### config.mk
export PLATFORM = sky130hd
export DESIGN_NAME = uart_rx_oversampled
export DESIGN_NICKNAME = d
export VERILOG_FILES = /design/src/rtl/uart_pkg.sv /design/src/rtl/uart_baud_tick.sv /design/src/rtl/uart_rx_oversampled.sv
export SDC_FILE = /design/constraint.sdc
export NUM_CORES = 1
export LEC_CHECK = 0
export BUFFER_PORTS_ARGS = -buffer_cell sky130_fd_sc_hd__buf_2
export CAP_MARGIN = 10
export CORE_ASPECT_RATIO = 0.8
export CORE_MARGIN = 5
export CORE_UTILIZATION = 52
export CTS_CLUSTER_SIZE = 20
export DETAILED_ROUTE_END_ITERATION = 6
export PLACE_DENSITY_LB_ADDON = 0.08
export SLEW_MARGIN = 20
export SYNTH_ARGS = -nofsm -noshare
export SYNTH_HDL_FRONTEND = slang
export SYNTH_SLANG_ARGS = --single-unit
### constraint.sdc
create_clock -name clk -period 1.8 [get_ports clk]
set_input_delay 0.36 -clock clk [delete_from_list [all_inputs] [get_ports clk]]
set_output_delay 0.36 -clock clk [all_outputs]
set_load 0.005 [all_outputs]
### src/rtl/uart_pkg.sv
// uart_pkg: shared types and helpers for the UART blocks.
//   rx_state_t     receiver FSM state encoding
//   calc_os_div()  clocks per oversample tick, rounded to nearest
//   maj3()         2-of-3 majority vote
package uart_pkg;

  typedef enum logic [2:0] {RX_IDLE, RX_START, RX_DATA, RX_STOP, RX_BRK} rx_state_t;

  // round(clk_freq / (baud * os)) in integer arithmetic
  function automatic int calc_os_div(input int clk_freq, input int baud, input int os);
    int den;
    den = baud * os;
    return (clk_freq + den / 2) / den;
  endfunction

  function automatic logic maj3(input logic a, input logic b, input logic c);
    return (a & b) | (a & c) | (b & c);
  endfunction

endpackage

### src/rtl/uart_baud_tick.sv
// uart_baud_tick: oversample tick generator, shared by rx and tx.
//   clk      system clock
//   rst      async active-low reset
//   restart  zero the divider so the next tick lands DIV clocks later
//   tick     one-cycle pulse every DIV clocks
module uart_baud_tick
  import uart_pkg::*;
#(
  parameter int CLK_FREQ   = 50_000_000,
  parameter int BAUD_RATE  = 19_200,
  parameter int OVERSAMPLE = 16
) (
  input  logic clk,
  input  logic rst,
  input  logic restart,
  output logic tick
);

  localparam int DIV = calc_os_div(CLK_FREQ, BAUD_RATE, OVERSAMPLE);
  localparam int CW  = (DIV > 1) ? $clog2(DIV) : 1;
  localparam logic [CW-1:0] LAST = CW'(DIV - 1);

  logic [CW-1:0] cnt;

  always_ff @(posedge clk or negedge rst) begin
    if (!rst)                        cnt <= '0;
    else if (restart || cnt == LAST) cnt <= '0;
    else                             cnt <= cnt + 1'b1;
  end

  assign tick = (cnt == LAST);

endmodule

### src/rtl/uart_rx_oversampled.sv
// uart_rx_oversampled: 8N1 UART receiver, 16x oversampled, LSB first.
//   clk          system clock
//   rst          async active-low reset
//   rx           serial line (async, idles high)
//   rx_data_out  received byte, stable while rx_valid
//   rx_valid     byte available, held until rx_ready
//   rx_ready     consumer accept
//   rx_busy      frame in progress (START/DATA/STOP)
//   frame_err    1-clk pulse, stop bit sampled low
//   overrun_err  1-clk pulse, byte dropped because rx_valid was still held
module uart_rx_oversampled
  import uart_pkg::*;
#(
  parameter int CLK_FREQ   = 50_000_000,
  parameter int BAUD_RATE  = 19_200,
  parameter int DATA_WIDTH = 8,
  parameter int OVERSAMPLE = 16
) (
  input  logic                  clk,
  input  logic                  rst,
  input  logic                  rx,
  output logic [DATA_WIDTH-1:0] rx_data_out,
  output logic                  rx_valid,
  input  logic                  rx_ready,
  output logic                  rx_busy,
  output logic                  frame_err,
  output logic                  overrun_err
);

  localparam int SW = $clog2(OVERSAMPLE);
  localparam int BW = (DATA_WIDTH > 1) ? $clog2(DATA_WIDTH) : 1;
  localparam logic [SW-1:0] S_LO  = SW'(OVERSAMPLE / 2 - 1);
  localparam logic [SW-1:0] S_MID = SW'(OVERSAMPLE / 2);
  localparam logic [SW-1:0] S_HI  = SW'(OVERSAMPLE / 2 + 1);
  localparam logic [SW-1:0] S_END = SW'(OVERSAMPLE - 1);
  localparam logic [BW-1:0] B_END = BW'(DATA_WIDTH - 1);

  // rx_s1/rx_s2 synchronize; rx_s3 is the previous synchronized value for edge detect
  logic rx_s1, rx_s2, rx_s3;
  logic fall;

  always_ff @(posedge clk or negedge rst) begin
    if (!rst) begin
      rx_s1 <= 1'b1;
      rx_s2 <= 1'b1;
      rx_s3 <= 1'b1;
    end else begin
      rx_s1 <= rx;
      rx_s2 <= rx_s1;
      rx_s3 <= rx_s2;
    end
  end

  assign fall = rx_s3 & ~rx_s2;

  rx_state_t             state;
  logic [SW-1:0]         s;
  logic [BW-1:0]         bit_idx;
  logic [DATA_WIDTH-1:0] shreg;
  logic                  v0, v1;
  logic                  maj;
  logic                  deliver;
  logic                  tick;
  logic                  restart;

  // Divider phase is pinned to the detected start edge
  assign restart = (state == RX_IDLE) && fall;

  uart_baud_tick #(
    .CLK_FREQ  (CLK_FREQ),
    .BAUD_RATE (BAUD_RATE),
    .OVERSAMPLE(OVERSAMPLE)
  ) u_tick (
    .clk    (clk),
    .rst    (rst),
    .restart(restart),
    .tick   (tick)
  );

  // Third vote is the live sample taken at S_HI
  assign maj = maj3(v0, v1, rx_s2);

  always_ff @(posedge clk or negedge rst) begin
    if (!rst) begin
      state     <= RX_IDLE;
      s         <= '0;
      bit_idx   <= '0;
      shreg     <= '0;
      v0        <= 1'b1;
      v1        <= 1'b1;
      rx_busy   <= 1'b0;
      frame_err <= 1'b0;
      deliver   <= 1'b0;
    end else begin
      frame_err <= 1'b0;
      deliver   <= 1'b0;
      case (state)
        RX_IDLE: begin
          if (fall) begin
            state   <= RX_START;
            s       <= '0;
            rx_busy <= 1'b1;
          end
        end
        // Line must return high before another start edge is accepted
        RX_BRK: begin
          if (rx_s2) state <= RX_IDLE;
        end
        default: begin
          if (tick) begin
            s <= (s == S_END) ? '0 : s + 1'b1;
            if (s == S_LO)  v0 <= rx_s2;
            if (s == S_MID) v1 <= rx_s2;
            if (s == S_HI) begin
              case (state)
                RX_START: begin
                  // High majority in the start bit: a glitch, drop silently
                  if (maj) begin
                    state   <= RX_IDLE;
                    rx_busy <= 1'b0;
                  end
                end
                RX_DATA: shreg <= {maj, shreg[DATA_WIDTH-1:1]};
                RX_STOP: begin
                  // Leave mid stop bit so a back-to-back start edge is not missed
                  rx_busy <= 1'b0;
                  if (maj) begin
                    deliver <= 1'b1;
                    state   <= RX_IDLE;
                  end else begin
                    frame_err <= 1'b1;
                    state     <= RX_BRK;
                  end
                end
                default: ;
              endcase
            end
            if (s == S_END) begin
              case (state)
                RX_START: begin
                  state   <= RX_DATA;
                  bit_idx <= '0;
                end
                RX_DATA: begin
                  if (bit_idx == B_END) state <= RX_STOP;
                  else                  bit_idx <= bit_idx + 1'b1;
                end
                default: ;
              endcase
            end
          end
        end
      endcase
    end
  end

  // Output holding register. A delivery coinciding with a handshake reloads
  // in place, so rx_valid stays high and no overrun is flagged.
  always_ff @(posedge clk or negedge rst) begin
    if (!rst) begin
      rx_data_out <= '0;
      rx_valid    <= 1'b0;
      overrun_err <= 1'b0;
    end else begin
      overrun_err <= 1'b0;
      if (deliver) begin
        if (!rx_valid || rx_ready) begin
          rx_data_out <= shreg;
          rx_valid    <= 1'b1;
        end else begin
          overrun_err <= 1'b1;
        end
      end else if (rx_valid && rx_ready) begin
        rx_valid <= 1'b0;
      end
    end
  end

endmodule
==> flow_metrics.tcl <==
set metrics [dict create \
    status "finished clean" \
    layout-drive-gt1-share_pct 33.0 \
    synth-edff-count 0 \
    max_freq_mhz 557 \
    routed_wl_um 3760 \
    grt_start_max_net_pins 27 \
    drtIter0Drc 101 \
    core_area_um2 3800 \
    stdcell_count 261 \
    worst_pin_slew_ns 0.447 \
    clk-insertion-delay-late_ns 0.29 \
    peakVddDrop_mv 0.702 \
    power_w 0.00210 \
    crit_path_end_kind "flop" \
    period_needed_ns 1.79 \
    whs_ns 0.00378 \
    synth_area_um2 2050 \
    timing.rr.end "shreg[0]" \
    synth_common_cells "dfrtp_1 (39), nor2_1 (14), nand2_1 (13), mux2_2 (11)" \
    p_leak_nw 1.19 \
    gr-total-overflow 0 \
    start_kind "flop" \
    postLayoutCellArea_um2 2400 \
    finalClockSkew_ns 0.00545 \
    ys_types 45 \
    io_pins 16 \
    area_growth_pct 17.3 \
    timing.final.crit_share_pct 99.7 \
    grt_pass1_wl_um 6840 \
    antenna_found_initial 0 \
    viasPerCell 5.37 \
    yosys_warnings 0 \
    fillCellCount 310 \
    dp_cells 251 \
    critPathTopFamily "simple AND/OR/NAND/NOR gates" \
    synth_top_area_share_pct 47.6 \
    fp-row-count 20 \
    cts_tree "yes" \
    ys_ff_latch 44 \
    placed_cell_area_um2 2300 \
    critical_path_class "flop to flop" \
    synth_top_area_cell "dfrtp_1" \
    grt_pass1_vias 1473 \
    die_h_um 66.1 \
    critPathBufInv 2 \
    cp_max_fo 8 \
    start_util_pct 53.8 \
    slew_headroom_pct 70.2 \
    maxCapViolations 0 \
    route.antenna.remaining_nets 0 \
    cts_max_level 2 \
    finalSetupViolations 0 \
    post-synth-top-count-cell "dfrtp_1" \
    hold_class "input port to async pin" \
    grt_usage_pct 17.0 \
    ys_async_sr_fraction_pct 100 \
    arrival_ns 1.98 \
    clkTransAtPathRegs_ns 0.08 \
    rsz0062_at_grt "true" \
    regArea_um2 1110 \
    numCtsBuffers 5 \
    syn_inst 170 \
    hold_viol_final 0 \
    port_buffers 15 \
    yosys-top-cells-area "dfrtp_1 (48%), dfstp_2 (6.4%), mux2_2 (6.0%), mux2_4 (5.9%), ha_1 (4.3%)" \
    path_cells "inv_1 -> ha_1 -> and4bb_1 -> nand2_2 -> or3_1 -> buf_6 -> mux2_4" \
    drc 0 \
    multi_input_area_um2 896 \
    dpl.hpwl_um 2720 \
    die_x_um 80.2 \
    yosys_most_used_dff "dfrtp_1" \
    num_vias 1402 \
    max_stage_delay_ns 0.38 \
    crit_start "u_tick.cnt[0]" \
    cts_hold_buffers 0 \
    nets 216 \
    design.die.area_um2 5300 \
    pre_cts_ws_ns -0.0558 \
    r2r_cells 7 \
    cts_root_buf "clkbuf_8" \
    numClockSinks 44 \
    setup_ws_ns 0.00548 \
    yosysSeqAreaShare_pct 54.1 \
    reg2reg_slack_ns 0.005 \
    avgSynthCellArea_um2 12.0 \
    cts_buffer_depth 2 \
    powerDensity_nw_per_um2 873 \
    avgRoutedWirePerCell_um 14.4 \
    gp_congestion 0.819 \
    worst_path_max_delay_cell "dfrtp_1" \
    timing.rr.start "u_tick.cnt[0]" \
    dr.pass1.iters 4 \
    cp.required_ns 1.98 \
    final_max_slew_viol_count 0 \
    antennaDiodeCount 0 \
    synth_nets 181 \
]
-- layer usage --
metal,routed length [µm],vias to the layer above,GRT usage (%)
met2,1800,41,28.0
met4,43,0,6.12
li1,-,675,-
met5,0,-,0
met1,1740,680,21.8
met3,179,6,4.09
-- worst max-delay path by stage --
stage                     endpoint  slack, ns  cells after the start
after global placement    shreg[4]       0.01                      7
final                     shreg[0]      0.005                      7
after global routing      shreg[0]      -0.06                      7
after floorplan           shreg[0]      -0.03                      7
after CTS                 shreg[0]     -0.005                      7
after detailed placement  shreg[0]      -0.06                      7
-- layout by cell type (no fill, tap or decap), types with 6 or more instances in the layout --
master / count
buf_2: 15
nor2_1: 14
dfrtp_1: 39
xor2_1: 6
ha_1: 7
nand2_1: 13
mux2_2: 11
buf_4: 16
mux2_4: 8
nand3_1: 8
inv_1: 6
-- per-stage QoR --
step,setup TNS [ns],utilization (%)
final,0,63.2
after global routing,-0.484,63.2
after CTS,-0.00486,63.0
after detailed placement,-0.408,60.4
after global placement,0,60.4
after floorplan,-0.260,-
-- worst reg2reg max path, cell delays in order (launching register included) --
cell and delay, ns:
dfrtp_1 0.38, inv_1 0.06, ha_1 0.13, and4bb_1 0.23, nand2_2 0.06, or3_1 0.36, buf_6 0.16, mux2_4 0.30
-- cell type report --
cell class / count / area share [%]
Clock inverter: 1 / 0.208
Inverter: 6 / 0.938
Timing Repair Buffer: 33 / 9.43
Tap cell: 55 / 2.86
Multi-Input combinational cell: 115 / 37.3
Sequential cell: 44 / 46.1
Clock buffer: 7 / 3.18
-- cell families (layout without fill, tap and decap cells) --
family | Yosys count | in the layout | share of synthesized area [%]
AOI/OAI and AO/OA | 20 | 20 | 6.97
xor gates and xnor gates | 7 | 7 | 2.99
adders and majority gates | 8 | 8 | 4.76
buffers and inverters | 11 | 47 | 2.50
DFF | 44 | 44 | 54.1
muxes | 21 | 21 | 12.9
and+or+nand+nor | 59 | 59 | 15.8
-- where the power goes --
| part | internal (W) | switching [W] | total [W] |
|---|---|---|---|
| combinational | 0.000185 | 0.000182 | 0.000367 |
| sequential | 0.00107 | 0.0000664 | 0.00114 |
| clock | 0.000273 | 0.000320 | 0.000592 |
| total | 0.00153 | 0.000568 | 0.00210 |
-- what timing repair did --
item | in CTS | in global routing
setup endpoints to repair | 9 | 13
pin swaps | 0 | 2
cloned | 0 | 0
resized for setup | 1 | 1
buffers inserted | 2 | 0
-- state kept, by name (all words and copies together), names as in the netlist --
register     count
rx_s2            1
rx_busy          1
rx_data_out      8
rx_s1            1
deliver          1
v1               1
rx_valid         1
v0               1
shreg            8
s                4
frame_err        1
bit_idx          3
state            3
rx_s3            1
u_tick.cnt       8
overrun_err      1
(Power assumes the default switching activity.)
